**src/rtl/pin_uart_beacon.sv**
```systemverilog
// rtl/pin_uart_beacon.sv - self-timed UART beacon that serialises a pin-name string
// Purpose: transmits NAME as 8N1/8N2 UART characters with an internal bit-rate
//          divider and a mark-level idle gap after each frame. Frames repeat while
//          enable is high (REPEAT=1), or are sent one per start pulse (REPEAT=0).
// Optional feature: define PIN_UART_BEACON_PARITY_EN to insert an even-parity bit
//          after the data bits of every character.
// Ports:
//   clk        in   system clock
//   rst_n      in   asynchronous active-low reset
//   enable     in   block enable; low finishes the current character, then idles
//   start      in   single-cycle frame request (REPEAT=0 only), ignored while busy
//   out        out  registered UART serial line, idle high
//   busy       out  high from the first start-bit cycle through the last gap cycle
//   frame_done out  one-cycle pulse on the final cycle of a frame
module pin_uart_beacon #(
    parameter logic [127:0] NAME      = "AF12",
    parameter int           NAME_LEN  = 4,
    parameter int           CLK_DIV   = 868,
    parameter int           STOP_BITS = 1,
    parameter int           GAP_BITS  = 10,
    parameter bit           REPEAT    = 1'b1
) (
    input  logic clk,
    input  logic rst_n,
    input  logic enable,
    input  logic start,
    output logic out,
    output logic busy,
    output logic frame_done
);

    typedef enum logic [2:0] {
        IDLE,
        START,
        DATA,
`ifdef PIN_UART_BEACON_PARITY_EN
        PARITY,
`endif
        STOP,
        GAP
    } state_e;

    localparam logic [15:0] DIV_LAST  = 16'(CLK_DIV - 1);
    localparam logic [3:0]  STOP_LAST = 4'(STOP_BITS - 1);
    localparam logic [3:0]  IDX_LAST  = 4'(NAME_LEN - 1);
    localparam logic [7:0]  GAP_LAST  = 8'(GAP_BITS - 1);

    state_e      state_q, state_d;
    logic [15:0] div_q, div_d;
    logic [3:0]  bit_q, bit_d;
    logic [3:0]  idx_q, idx_d;
    logic [7:0]  gap_q, gap_d;
    logic        out_q, out_d;
    logic        busy_q, busy_d;
    logic        done_q, done_d;
    logic        bit_end;
    logic [7:0]  cur_char;

    assign bit_end = (div_q == DIV_LAST);

    // Character i lives at NAME[8*(NAME_LEN-1-i) +: 8]; the mask keeps the
    // elaborated (but never selected) indices beyond NAME_LEN inside NAME.
    always_comb begin
        cur_char = 8'h00;
        for (int i = 0; i < 16; i++) begin
            if (i < NAME_LEN && idx_q == 4'(i)) begin
                cur_char = NAME[8*((NAME_LEN-1-i) & 15) +: 8];
            end
        end
    end

    always_comb begin
        state_d = state_q;
        div_d   = div_q;
        bit_d   = bit_q;
        idx_d   = idx_q;
        gap_d   = gap_q;
        done_d  = 1'b0;
        if (state_q != IDLE) begin
            div_d = bit_end ? 16'd0 : div_q + 16'd1;
        end
        case (state_q)
            IDLE: begin
                if (enable && (REPEAT || start)) begin
                    state_d = START;
                end
            end
            START: begin
                if (bit_end) begin
                    state_d = DATA;
                    bit_d   = 4'd0;
                end
            end
            DATA: begin
                if (bit_end) begin
                    if (bit_q == 4'd7) begin
                        bit_d = 4'd0;
`ifdef PIN_UART_BEACON_PARITY_EN
                        state_d = PARITY;
`else
                        state_d = STOP;
`endif
                    end else begin
                        bit_d = bit_q + 4'd1;
                    end
                end
            end
`ifdef PIN_UART_BEACON_PARITY_EN
            PARITY: begin
                if (bit_end) begin
                    state_d = STOP;
                    bit_d   = 4'd0;
                end
            end
`endif
            STOP: begin
                if (bit_end) begin
                    if (bit_q != STOP_LAST) begin
                        bit_d = bit_q + 4'd1;
                    end else begin
                        bit_d = 4'd0;
                        if (!enable) begin
                            // Abandoned frame: no gap, no frame_done, restart at char 0.
                            state_d = IDLE;
                            idx_d   = 4'd0;
                        end else if (idx_q != IDX_LAST) begin
                            idx_d   = idx_q + 4'd1;
                            state_d = START;
                        end else begin
                            idx_d = 4'd0;
                            if (GAP_BITS != 0) begin
                                state_d = GAP;
                                gap_d   = 8'd0;
                            end else begin
                                done_d  = 1'b1;
                                state_d = REPEAT ? START : IDLE;
                            end
                        end
                    end
                end
            end
            GAP: begin
                if (bit_end) begin
                    if (gap_q != GAP_LAST) begin
                        gap_d = gap_q + 8'd1;
                    end else begin
                        gap_d   = 8'd0;
                        done_d  = 1'b1;
                        // Back-to-back frames: next start bit begins on this same edge.
                        state_d = (REPEAT && enable) ? START : IDLE;
                    end
                end
            end
            default: state_d = IDLE;
        endcase
    end

    // Outputs are registered from the current state, so the line and status
    // lag the state register by exactly one cycle and stay glitch-free.
    always_comb begin
        out_d  = 1'b1;
        busy_d = (state_q != IDLE);
        case (state_q)
            START:  out_d = 1'b0;
            DATA:   out_d = cur_char[bit_q[2:0]];
`ifdef PIN_UART_BEACON_PARITY_EN
            PARITY: out_d = ^cur_char;
`endif
            default: out_d = 1'b1;
        endcase
    end

    always_ff @(posedge clk or negedge rst_n) begin
        if (!rst_n) begin
            state_q <= IDLE;
            div_q   <= 16'd0;
            bit_q   <= 4'd0;
            idx_q   <= 4'd0;
            gap_q   <= 8'd0;
            out_q   <= 1'b1;
            busy_q  <= 1'b0;
            done_q  <= 1'b0;
        end else begin
            state_q <= state_d;
            div_q   <= div_d;
            bit_q   <= bit_d;
            idx_q   <= idx_d;
            gap_q   <= gap_d;
            out_q   <= out_d;
            busy_q  <= busy_d;
            done_q  <= done_d;
        end
    end

    assign out        = out_q;
    assign busy       = busy_q;
    assign frame_done = done_q;

endmodule

```
**config.mk**
```make
export PLATFORM = sky130hd
export DESIGN_NAME = pin_uart_beacon
export DESIGN_NICKNAME = d
export VERILOG_FILES = /design/src/rtl/pin_uart_beacon.sv
export SDC_FILE = /design/constraint.sdc
export NUM_CORES = 1
export LEC_CHECK = 0
export CAP_MARGIN = 30
export CORE_MARGIN = 8
export CORE_UTILIZATION = 65
export DETAILED_ROUTE_END_ITERATION = 10
export PLACE_DENSITY = 0.91
export SLEW_MARGIN = 20
export SYNTH_ARGS = -nofsm -noshare
export SYNTH_HDL_FRONTEND = slang
export SYNTH_SLANG_ARGS = --single-unit
export TNS_END_PERCENT = 30
```
**constraint.sdc**
```tcl
create_clock -name clk -period 2.7 [get_ports clk]
set_input_delay 0.405 -clock clk [delete_from_list [all_inputs] [get_ports clk]]
set_output_delay 0.405 -clock clk [all_outputs]
set_load 0.03 [all_outputs]
```
Yosys cells after proc, flatten, opt, wreduce, memory -nomap -nowiden
Cells that the tools add are included.
- register bits after elaboration: 38
- input bits: 4
- output and inout port bits: 3
- logic and storage cells: 83
- $add $sub $neg: 4
- order comparisons: 1
- equal/unequal tests: 21
- mux-type cells: 38
- bitwise gates (word level): 1
- reductions and logical operators: 10
- operators with widths (kind ; number):
    $mux W8 ; 6
    $mux W3 ; 10
    $mux W4 ; 7
    $mux W7 ; 4
    $ne A2 B2 Y1 const B ; 10
    $add A16 B1 Y16 const B ; 1
    $eq A16 B10 Y1 const B ; 1
    $mux W16 ; 1
    $pmux W8 S2 ; 1
    $pmux W3 S5 ; 1
    $pmux W4 S3 ; 1
    $add A4 B1 Y4 const B ; 2
    $add A8 B1 Y8 const B ; 1
    $eq A4 B2 Y1 const B ; 2
    $ne A8 B4 Y1 const B ; 1
    $reduce_and A8 Y1 ; 1
    $eq A3 B2 Y1 const B ; 2
    $reduce_and A6 Y1 ; 1
    $reduce_bool A3 Y1 ; 2
    $mux W1 ; 5
    $eq A4 B1 Y1 const B ; 1
    $eq A4 B3 Y1 const B ; 1
    $logic_not A4 Y1 ; 1
    $lt A3 B4 Y1 const B ; 1
    11 further kinds ; 11

Logic depth before layout (Yosys ltp)
- depth after elaboration: 8
- mapped depth: 8
- gate-level depth less buffers: 7

Worst setup path after synthesis
No wires, ideal clock.
- kind: register to register
- from: register idx_q[0]
- to: register gap_q[1]
- library setup time: 0.128 ns
- data arrival time: 1.725 ns
- data required time: 2.572 ns
- slack: 0.848 ns
- stages on the path, launching flop included: 7
- buffers on the path: 0
- period minus slack after synthesis: 1.852 ns
- path through: dfrtp_1 > ha_1 > nor3b_2 > and3_1 > a21oi_1 > nor2_2 > mux2_1
- longest elaborated chain between the ends: 3
- RTL lines (element ; RTL line ; source):
    start, declared ; 51 ; logic [3:0] idx_q, idx_d;
    start signal, assigned ; 187 ; idx_q <= idx_d;
    $ne A4 B2 Y1 ; 126 ; end else if (idx_q != IDX_LAST) begin
    $ne A2 B2 Y1 (no line) ; - ;
    $reduce_and A6 Y1 (no line) ; - ;
    end signal, assigned ; 188 ; gap_q <= gap_d;
    end, declared ; 52 ; logic [7:0] gap_q, gap_d;
Every way passes these cells.
A chain may end at the register's enable or synchronous reset.

Final worst setup path
- from: register bit_q[0]
- to: register bit_q[3]
- longest elaborated chain between the ends: 4
- elaborated cells between the ends (all ways): 8
- classes of those cells: add/sub (1); eq/ne (1); mux (5); reduce/logical (1)
- RTL lines (element ; RTL line ; source):
    start, declared ; 50 ; logic [3:0] bit_q, bit_d;
    start signal, assigned ; 186 ; bit_q <= bit_d;
    $add A4 B1 Y4 (tied with other cells) ; 104, 119 ;
    $mux W4 (on tied branches) ; 118, 96 ;
    $mux W4 (on tied branches) ; 117, 95 ;
    $pmux W4 S3 (*) ; 82 ; case (state_q)
Every way passes the cells marked *; elsewhere a longest branch is shown, timed or not. The select of a mux whose other input is x is not followed.

==> impl_results.md <==
* Filler Cell Count at 243
* Max-cap viol count at 0
* TritonCTS clock tree: yes
* Share of the clock period used by the worst path at between 70 and 80%
* Synth-to-Final Area Change at 6.492%
* Met1 usage in global routing at 22.69%
* Number of antenna violations at the first check in global routing at 0
* Post-synthesis instance area at 2197 um2
* Gr ovfl total at 0
* Critical path's most frequent cell: or3_1
* Critical path, cell by cell: inv_1, ha_1, and4bb_4, or3_1, or3_1, o21ai_1
* Static leakage power at ~0.0011 uW
* Area taken by multi-input logic gates at ~1200 um2
* Drt drc at 0
* Floorplan die area at around 5500 um2
* Width of the chip at 74.14 um
* Max-slew violations at 0
* H-Tree Depth at 2
* Dominant cell by count in the synthesized netlist: dfrtp_1
* Worst reg-to-reg path cell count at 6
* Routed Wire Length at about 4200 um
* Fraction of synthesis flops using an asynchronous set or reset pin at 100.0%
* Synth Area in Compound Gates at about 17%
* Clock-pin slew of the registers on the worst-case setup and hold paths at approximately 110 ps
* Initial Utilization at roughly 67%
* Worst path required time at 2970 ps
* Clock tree root driver cell: clkbuf_4
* Adder-cell share of the synthesized area at under 10%
* Area fraction in and, or, nand and nor cells after synthesis at 26.42%
* Post-cts repair resize count at 0
* Type of the setup path with the least slack: reg -> reg
* Critical path launch point type: flip-flop
* Global routing's busiest layer: met2
* Upper clock frequency limit at just under 500 MHz
* Type of destination of the critical path: flip-flop
* I/O pin count at 7
* Final setup viols at 0
* Global routing usage summed across all routing layers at 17.58%
* Setup slack of the worst register-to-register path at 640 ps
* GR Layer Usage met3 at slightly above 4%
* Source-to-sink clock delay at the later pin of the worst-skew pair at 340 ps
* Share of cells above drive strength 1 at a little over a tenth
* Number of DRC violations after detailed-routing iteration 0 at about 120
* Post-synthesis area per instance at 9.553 um2
* Number of distinct library cells after synthesis at 55
* Worst stage delay on the critical path at approximately 480 ps
* Detail-routed via count per cell at 6.295
* Worst voltage drop across the vdd grid at about 290 uV
* Min Clock Period, post-route at between 2000 and 2500 ps
* Number of nets in the layout at 251
* Pin count of the biggest net entering global routing at 39
* Slowest-stage cell, CP: dfrtp_1
* Sequential area share after synthesis at between 40% and 50%
* Number of sinks driven by the clock tree at 38
* Total nets after synthesis at 243
* Count of flip-flops with a built-in enable after synthesis at 0
* Vias at around 1,800
* Largest family of logic cells by synthesized area: simple AND/OR/NAND/NOR gates
* Most used flip-flop cell after synthesis: dfrtp_1
* First-pass detailed-route iteration total at 4
* Maximum fanout encountered on the critical timing path at 7
* Area share of the largest cell type after synthesis at 42.14%
* Count of buffers from port buffering at 5
* Min-Delay Path Class: in -> async
* Status: finished clean
* Storage cell area at 952.2 um2
* Synthesis warning total at 0
* Standard cell core area at roughly 3300 um2
* Antenna viol nets, final at 0
* Final design utilization at a little under three quarters
* Worst rel slew slack at between 40% and 50%
* Routability congestion estimate at 0.8288
* Crit Reg-Reg Startpoint: bit_q[0]
* Maximum clock insertion buffer count at 2
* Placement Rows at 21
* Slew at the pin with the worst max-slew slack at between 800 and 900 ps
* Hold-fix buffer count after cts at 0
* Setup TNS at 0 ps
* Most instantiated cells after synthesis: dfrtp_1 (37), nand2_1 (21), o21ai_0 (19), a21oi_1 (15), nor2_1 (14)
* Inserted Diodes at 0
* XOR/XNOR share of the synthesized area at under 10%
* Global-route wire length before repair at 7645 um
* Seq cells post-synth at 38
* Number of buffers and inverters on the critical path at 1
* Count of buffers added by post-CTS timing repair for setup at 0
* Endpoint of the worst-slack reg-to-reg timing path: bit_q[3]
* Dpl ws at 677.5 ps
* Final hold violation count at 0
* Number of global-route vias before repair at between 1,500 and 2,000
* Setup repair after global routing missed its margin: false
* Cell type with the highest aggregate area in the netlist: dfrtp_1
* Cell count after synthesis at 230
* Number of CTS-inserted buffers at 5
* Cells taking the most area after synthesis: dfrtp_1 (42%), ha_1 (5.1%), o21ai_0 (4.3%)
* Die H at roughly 74 um
* Worst-case clock skew at ~5.9 ps
* Final critical-path setup slack at 642.9 ps
* Critical path arrival at 2330 ps
* Power density over the cells at between 300 and 400 nW/um2
* Delay-heaviest family, CP: simple AND/OR/NAND/NOR gates
* Met2 GRT Util at between 20 and 30%
* Mux contribution to synthesized area at ~1.5%
* Average wire length per cell after detail routing at approximately 15 um
* WP depth at 6
* Half-perimeter wire length after placement at around 3000 um
## worst register-to-register path: stages, from the launching register on
cell      delay, ps
dfrtp_1         480
inv_1           110
ha_1            210
and4bb_4        210
or3_1           460
or3_1           380
o21ai_1         150
## where the power goes
| part | switching [uW] | internal (uW) |
|---|---|---|
| sequential | 0 | 569 |
| clock | 187 | 126 |
| combinational | 12.5 | 2.51 |
| total | 200 | 698 |
## cell type report
cell class	count	area share, %
well taps	46	2.460
repair buffers	6	2.246
clock buffers	7	2.353
clock inverters	1	0.2139
flip-flops and latches	38	40.70
inverters	9	1.444
multi-input cells	178	50.59
## how the worst max path moves through the flow
stage	slack, ps	to	start
3_5_place_dp	680	bit_q[3]	bit_q[0]
5_1_grt	430	gap_q[7]	div_q[7]
6_report	640	bit_q[3]	bit_q[0]
4_1_cts	650	bit_q[3]	bit_q[0]
3_3_place_gp	740	bit_q[3]	bit_q[0]
2_1_floorplan	850	gap_q[1]	idx_q[0]
## stage by stage
stage          instances  cell area [um2]  hold WS, ps  power (uW)
6_report             285             2340        151.0       897.8
2_1_floorplan        230             2197        109.4       581.1
3_5_place_dp         277             2280        486.1       595.9
4_1_cts              285             2340        170.0       907.3
3_3_place_gp         277             2280        470.1       595.6
5_1_grt              285             2340        206.9       934.4
## cells in the final DEF, fill, tap and decap left out, drive strengths merged, types with 2 or more instances in the layout
cell / netlist / layout
a21oi: 15 / 15
a31oi: 2 / 2
and3: 10 / 10
buf: 5 / 2
clkbuf: 0 / 7
clkdlybuf4s50: 0 / 4
dfrtp: 37 / 37
ha: 9 / 9
inv: 9 / 9
mux2: 3 / 3
nand2: 21 / 21
nand2b: 3 / 3
nand3: 8 / 8
nand4: 6 / 6
nor2: 17 / 17
nor2b: 4 / 4
nor3: 7 / 7
nor3b: 2 / 2
nor4: 2 / 2
nor4b: 4 / 4
o21a: 4 / 4
o21ai: 20 / 20
o31ai: 4 / 4
or3: 5 / 5
xnor2: 5 / 5
xor2: 5 / 5
## registers in the layout (all words and copies together), names as in the netlist
name	cells
div_q	16
gap_q	8
bit_q	4
idx_q	4
state_q	3
busy	1
frame_done	1
out	1
## kinds of logic (layout without fill, tap and decap cells)
kind of cell,count (synthesis),after routing
fa+ha+maj,9,9
simple gates,99,99
flops,38,38
buf+inv,14,23
xor+xnor,10,10
compound gates,57,57
mux,3,3
## layer usage
| metal | wire length (um) | vias up |
|---|---|---|
| li1 | - | 867 |
| met1 | 2020 | 873 |
| met2 | 1979 | 52 |
| met3 | 203 | 2 |
| met4 | 26 | 0 |
| met5 | 0 | - |
(Power assumes the default switching activity.)
